<file path="src/rtl/horner_multiply_adder.sv">
// One Horner step per request: acc <- sat(((acc * x) >>> FRAC) + a[sel]).
// The multiply is a sign-magnitude shift-add, one multiplier bit per cycle.
module horner_multiply_adder #(
    parameter int WIDTH    = 16,
    parameter int FRAC     = 14,
    parameter int NUM_COEF = 11
) (
    input  logic                    clk,
    input  logic                    reset,
    input  logic signed [WIDTH-1:0] x_in,
    input  logic                    adc_input_ready,
    input  logic                    multiplyadder_in_ready,
    input  logic [3:0]              coefficent_select,
    input  logic                    coef_wr_en,
    input  logic [3:0]              coef_wr_addr,
    input  logic signed [WIDTH-1:0] coef_wr_data,
    output logic                    multiplyadder_out_ready,
    output logic signed [WIDTH-1:0] acc_out,
    output logic                    busy,
    output logic                    overrun
);

    localparam int CW = $clog2(WIDTH);
    localparam int PW = 2 * WIDTH;
    localparam logic [3:0] COEF_LIMIT = 4'(NUM_COEF);
    localparam logic signed [PW:0] SAT_MAX = (PW+1)'(2 ** (WIDTH - 1) - 1);
    localparam logic signed [PW:0] SAT_MIN = ~SAT_MAX;

    typedef enum logic [1:0] {IDLE, SAMPLE, MULT, ADD} state_t;

    state_t                  state;
    logic signed [WIDTH-1:0] acc;
    logic signed [WIDTH-1:0] x;
    logic signed [WIDTH-1:0] coef;
    logic signed [WIDTH-1:0] bank [NUM_COEF];
    logic [WIDTH-1:0]        mplier;
    logic [PW-1:0]           mcand;
    logic [PW-1:0]           prod;
    logic                    prod_neg;
    logic [CW-1:0]           cnt;

    logic [WIDTH-1:0]        mag_acc;
    logic [WIDTH-1:0]        mag_x;
    logic signed [PW:0]      prod_signed;
    logic signed [PW:0]      prod_shifted;
    logic signed [PW:0]      sum;
    logic signed [WIDTH-1:0] sat_result;

    // -2^(WIDTH-1) has magnitude 2^(WIDTH-1), which still fits unsigned in WIDTH bits
    always_comb begin
        mag_acc      = acc[WIDTH-1] ? $unsigned(-acc) : $unsigned(acc);
        mag_x        = x[WIDTH-1] ? $unsigned(-x) : $unsigned(x);
        prod_signed  = prod_neg ? -$signed({1'b0, prod}) : $signed({1'b0, prod});
        prod_shifted = prod_signed >>> FRAC;
        sum          = prod_shifted + (PW+1)'(coef);
        if (sum > SAT_MAX)
            sat_result = WIDTH'(SAT_MAX);
        else if (sum < SAT_MIN)
            sat_result = WIDTH'(SAT_MIN);
        else
            sat_result = WIDTH'(sum);
    end

    always_ff @(posedge clk) begin
        if (!reset) begin
            for (int i = 0; i < NUM_COEF; i++)
                bank[i] <= '0;
        end else if (coef_wr_en && coef_wr_addr < COEF_LIMIT) begin
            bank[coef_wr_addr] <= coef_wr_data;
        end
    end

    always_ff @(posedge clk) begin
        if (!reset) begin
            state                   <= IDLE;
            acc                     <= '0;
            x                       <= '0;
            coef                    <= '0;
            mplier                  <= '0;
            mcand                   <= '0;
            prod                    <= '0;
            prod_neg                <= 1'b0;
            cnt                     <= '0;
            acc_out                 <= '0;
            multiplyadder_out_ready <= 1'b0;
            busy                    <= 1'b0;
            overrun                 <= 1'b0;
        end else begin
            multiplyadder_out_ready <= 1'b0;
            if (state != IDLE && (adc_input_ready || multiplyadder_in_ready))
                overrun <= 1'b1;

            case (state)
                IDLE: begin
                    if (adc_input_ready) begin
                        x   <= x_in;
                        acc <= '0;
                    end
                    if (multiplyadder_in_ready) begin
                        state <= SAMPLE;
                        busy  <= 1'b1;
                    end
                end
                SAMPLE: begin
                    coef     <= (coefficent_select < COEF_LIMIT) ? bank[coefficent_select] : '0;
                    mcand    <= {{WIDTH{1'b0}}, mag_acc};
                    mplier   <= mag_x;
                    prod_neg <= acc[WIDTH-1] ^ x[WIDTH-1];
                    prod     <= '0;
                    cnt      <= '0;
                    state    <= MULT;
                end
                MULT: begin
                    if (mplier[0])
                        prod <= prod + mcand;
                    mcand  <= mcand << 1;
                    mplier <= mplier >> 1;
                    cnt    <= cnt + CW'(1);
                    if (cnt == CW'(WIDTH - 1))
                        state <= ADD;
                end
                ADD: begin
                    acc                     <= sat_result;
                    acc_out                 <= sat_result;
                    multiplyadder_out_ready <= 1'b1;
                    busy                    <= 1'b0;
                    state                   <= IDLE;
                end
                default: begin
                    state <= IDLE;
                    busy  <= 1'b0;
                end
            endcase
        end
    end

endmodule

</file>
<file path="config.mk">
export PLATFORM = sky130hd
export DESIGN_NAME = horner_multiply_adder
export DESIGN_NICKNAME = d
export VERILOG_FILES = /design/src/rtl/horner_multiply_adder.sv
export SDC_FILE = /design/constraint.sdc
export NUM_CORES = 1
export LEC_CHECK = 0
export ABC_AREA = 1
export CORE_MARGIN = 5
export CORE_UTILIZATION = 66
export DETAILED_ROUTE_END_ITERATION = 8
export PLACE_DENSITY = 0.94
export SLEW_MARGIN = 20
export SYNTH_ARGS = -nofsm -noshare
export SYNTH_HDL_FRONTEND = slang
export SYNTH_SLANG_ARGS = --single-unit
</file>
<file path="constraint.sdc">
create_clock -name clk -period 5.9 [get_ports clk]
set_clock_uncertainty 0.15 [all_clocks]
set_input_delay 1.18 -clock clk [delete_from_list [all_inputs] [get_ports clk]]
set_output_delay 1.18 -clock clk [all_outputs]
set_load 0.02 [all_outputs]
</file>
==> flow_metrics.py <==
metrics = {
    "outcome": {
        "status": "complete, no violations",
    },
    "synthesis": {
        "synth_xor_area_frac": 0.0195,
        "synth_top_family_by_area": "simple AND/OR/NAND/NOR gates",
        "synth_compound_area_frac": 0.172,
        "syn_area_um2": 17500,
        "synth_simple_gate_area_share": 0.229,
        "synth-seq-cells": 330,
        "synthFlopType": "dfxtp_1",
        "async_flop_share": 0,
        "synth_fa_ha_area_frac": 0.0431,
        "avgSynthCellArea_um2": 7.96,
        "yosysWarnings": 0,
        "synth_nets": 2300,
        "yosys-mux-area-fraction": 0,
        "yosysSeqAreaShare": 0.469,
        "synth.distinct_cells": 55,
        "synth-edff-count": 160,
        "synthCells": 2196,
    },
    "timing": {
        "fin_setup_tns_ns": 0,
        "slew_headroom": 0.252,
        "tightest_slew_ns": 1.12,
        "fin_crit_ns": 4.29,
        "fin_crit_sh": 0.727,
        "hold_violations": 0,
        "slew_violations": 0,
        "rsz0062_at_grt": "no",
        "fmax_mhz": 233,
        "fin_ws_ns": 1.61,
        "final-setup-viol-count": 0,
    },
    "cells_and_area": {
        "final_cell_mix": "nand2_1, nor2_1, a21oi_1",
        "multi_input_area_um2": 8130,
        "nets": 2288,
        "mostFrequentLayoutCell": "nand2_1",
        "design_area_um2": 19200,
        "ff_latch_area_um2": 8210,
        "drive_gt1_frac": 0.0643,
        "n_antenna_cell": 0,
        "syn_to_final_growth_pct": 9.69,
        "fill_cells": 1852,
        "instances_no_fill": 2544,
    },
    "clocking": {
        "cts_resized": 0,
        "cts_root_buffer": "clkbuf_16",
        "clock_latency_ns": 0.52,
        "clk_pin_slew_ns": 0.06,
        "cts_setup_buffers": 0,
        "hold_buffers": 0,
        "clockBufferDepth": 3,
        "htreeDepth": 2,
        "cts_buffers": 35,
        "cts.sink_count": 330,
        "cts_tree": "yes",
    },
    "detailed_routing": {
        "route.detailed.wl_per_inst_um": 19.6,
        "drcViolationCount": 0,
        "dr.pass1.iters": 9,
        "wl_mm": 49.8,
        "antenna_left": 0,
        "via_per_inst": 6.33,
        "vias": 16100,
        "drt_iter0_drc": 2377,
    },
    "worst_setup_path": {
        "critPathLaunchType": "flip-flop",
        "r2r_start": "prod[1]",
        "r2r_setup_slack_ns": 1.61,
        "crit_required_ns": 6.09,
        "worstPathArrival_ns": 4.48,
        "ff2ff_path_depth": 25,
        "path_class": "reg2reg",
        "crit_fanout": 15,
        "reg2reg_to": "acc_out[12]",
        "crit_path_end_kind": "flip-flop",
    },
    "floorplan": {
        "dieWidth_um": 173,
        "dieArea_um2": 29900,
        "num_rows": 59,
        "fp.dieH_um": 173,
        "start_util": 0.671,
        "design.portCount": 64,
        "core-area_um2": 26100,
    },
    "grt": {
        "grt-ovfl-total": 0,
        "grt_pass1_vias": 14600,
        "grt_use_total": 0.312,
        "antenna_found_initial": 0,
        "grt_pass1_wl_mm": 76.5,
        "grt_max_degree": 100,
    },
    "min_path": {
        "hold_start": "overrun",
        "hold_path.class": "reg2reg",
        "hold_end": "overrun",
        "hold_depth": 2,
    },
    "placed_design": {
        "preCtsSetupSlack_ns": 1.58,
        "portBuffers": 63,
        "gp_congestion": 0.984,
        "dpl_cell_area_um2": 18100,
        "dp_cells": 2482,
        "post-dp-hpwl_mm": 34.0,
    },
    "power_and_ir_drop": {
        "p_per_area_nw_per_um2": 354,
        "p_leak_nw": 7.39,
        "total_power_mw": 6.79,
        "peakVddDrop_mv": 0.365,
    },
    "run": {
        "drv_cap": 0,
    },
}
==> worst max-delay path by stage <==
| stage | startpoint | end | depth (start not counted) | slack (ns) |
|---|---|---|---|---|
| 3_5_place_dp | coef_wr_addr[1] | bank[8][9] | 10 | 1.58 |
| 6_report | prod[1] | acc_out[12] | 25 | 1.61 |
| 3_3_place_gp | coef_wr_addr[1] | bank[8][14] | 10 | 1.70 |
| 2_1_floorplan | prod[1] | acc_out[0] | 26 | 2.49 |
| 4_1_cts | prod[1] | acc_out[12] | 25 | 1.68 |
| 5_1_grt | prod[1] | acc_out[12] | 25 | 1.30 |
==> final cells by class <==
type,instances,share of cell area
clock buffers,50,0.0502
multi-input cells,1571,0.424
flip-flops and latches,330,0.428
well taps,335,0.0218
clock inverters,12,0.00633
repair buffers,73,0.0363
inverters,173,0.0340
==> cells in the mapped netlist, types with 2 or more instances <==
library cell / instances / area share
a21boi_0: 4 / 0.0017
a21o_1: 6 / 0.0026
a21oi_1: 196 / 0.056
a31oi_1: 42 / 0.015
and3_1: 3 / 0.0011
buf_1: 7 / 0.0015
buf_2: 12 / 0.0034
buf_6: 7 / 0.0045
clkbuf_1: 95 / 0.020
clkinv_1: 3 / 0.00064
dfxtp_1: 170 / 0.19
edfxtp_1: 160 / 0.27
fa_1: 2 / 0.0023
ha_1: 57 / 0.041
inv_1: 165 / 0.035
inv_2: 3 / 0.00064
nand2_1: 386 / 0.083
nand2_2: 7 / 0.0025
nand2_4: 4 / 0.0026
nand3_1: 121 / 0.035
nand3_2: 2 / 0.0011
nand3b_1: 7 / 0.0030
nand4_1: 12 / 0.0043
nor2_1: 311 / 0.067
nor2_2: 38 / 0.014
nor2_8: 2 / 0.0023
nor3_1: 19 / 0.0054
nor3_2: 2 / 0.0011
nor4_1: 4 / 0.0014
o211ai_1: 17 / 0.0073
o21a_1: 5 / 0.0021
o21ai_0: 188 / 0.054
o21ai_1: 14 / 0.0040
o21bai_1: 5 / 0.0021
o221ai_1: 19 / 0.0095
o22ai_1: 39 / 0.014
or2_2: 9 / 0.0032
xnor2_1: 12 / 0.0060
xor2_1: 25 / 0.013
==> cells by family after synthesis <==
family / Yosys count
buffers and inverters: 295
XOR/XNOR: 38
AO/OA/AOI/OAI: 542
adder cells (fa/ha/maj): 59
flip-flops: 330
AND/OR/NAND/NOR: 932
==> power by group <==
group	leakage (nW)	internal [mW]	switching [mW]
clock	0.532	1.23	0.903
sequential	2.91	2.67	0.206
combinational	3.95	0.534	1.24
total	7.39	4.43	2.35
==> stage by stage <==
step                 util  hold WS (ns)
floorplan               -         0.296
global placement    0.694         0.289
detailed placement  0.694         0.293
CTS                 0.736         0.301
global route        0.736         0.314
finish              0.736         0.297
==> flip-flops by register name, indices dropped and copies added (netlist names), 16 cells and up <==
| signal | cells |
|---|---|
| x | 16 |
| acc_out | 16 |
| bank | 176 |
| coef | 16 |
| mcand | 32 |
| mplier | 16 |
| prod | 32 |
| acc | 16 |
==> worst max-delay path, cell delays in order (launching register included) <==
cell,delay [ns]
dfxtp_1,0.35
or2_1,0.21
nor2_1,0.15
nand2_1,0.15
inv_1,0.12
nand4_2,0.11
nor2_2,0.24
nand2_1,0.12
nor2_2,0.16
nand3_1,0.09
o21ai_1,0.16
xnor2_1,0.09
ha_1,0.38
nand2_1,0.13
nor2_1,0.13
and3_1,0.16
nand2_1,0.07
nand2_1,0.09
nand2_1,0.06
nand2_2,0.07
xor2_2,0.26
inv_1,0.10
nand2_2,0.26
nand2_1,0.12
nand2_1,0.10
a21oi_1,0.08
==> per-layer routing <==
metal  track usage  wire, µm  vias up
met5             0         0        -
met1         0.408     18700     7434
li1              -         -     7458
met3        0.0541      5160      205
met4         0.144      2740        0
met2         0.509     23200      997
Power figures use the tool's default switching activity.
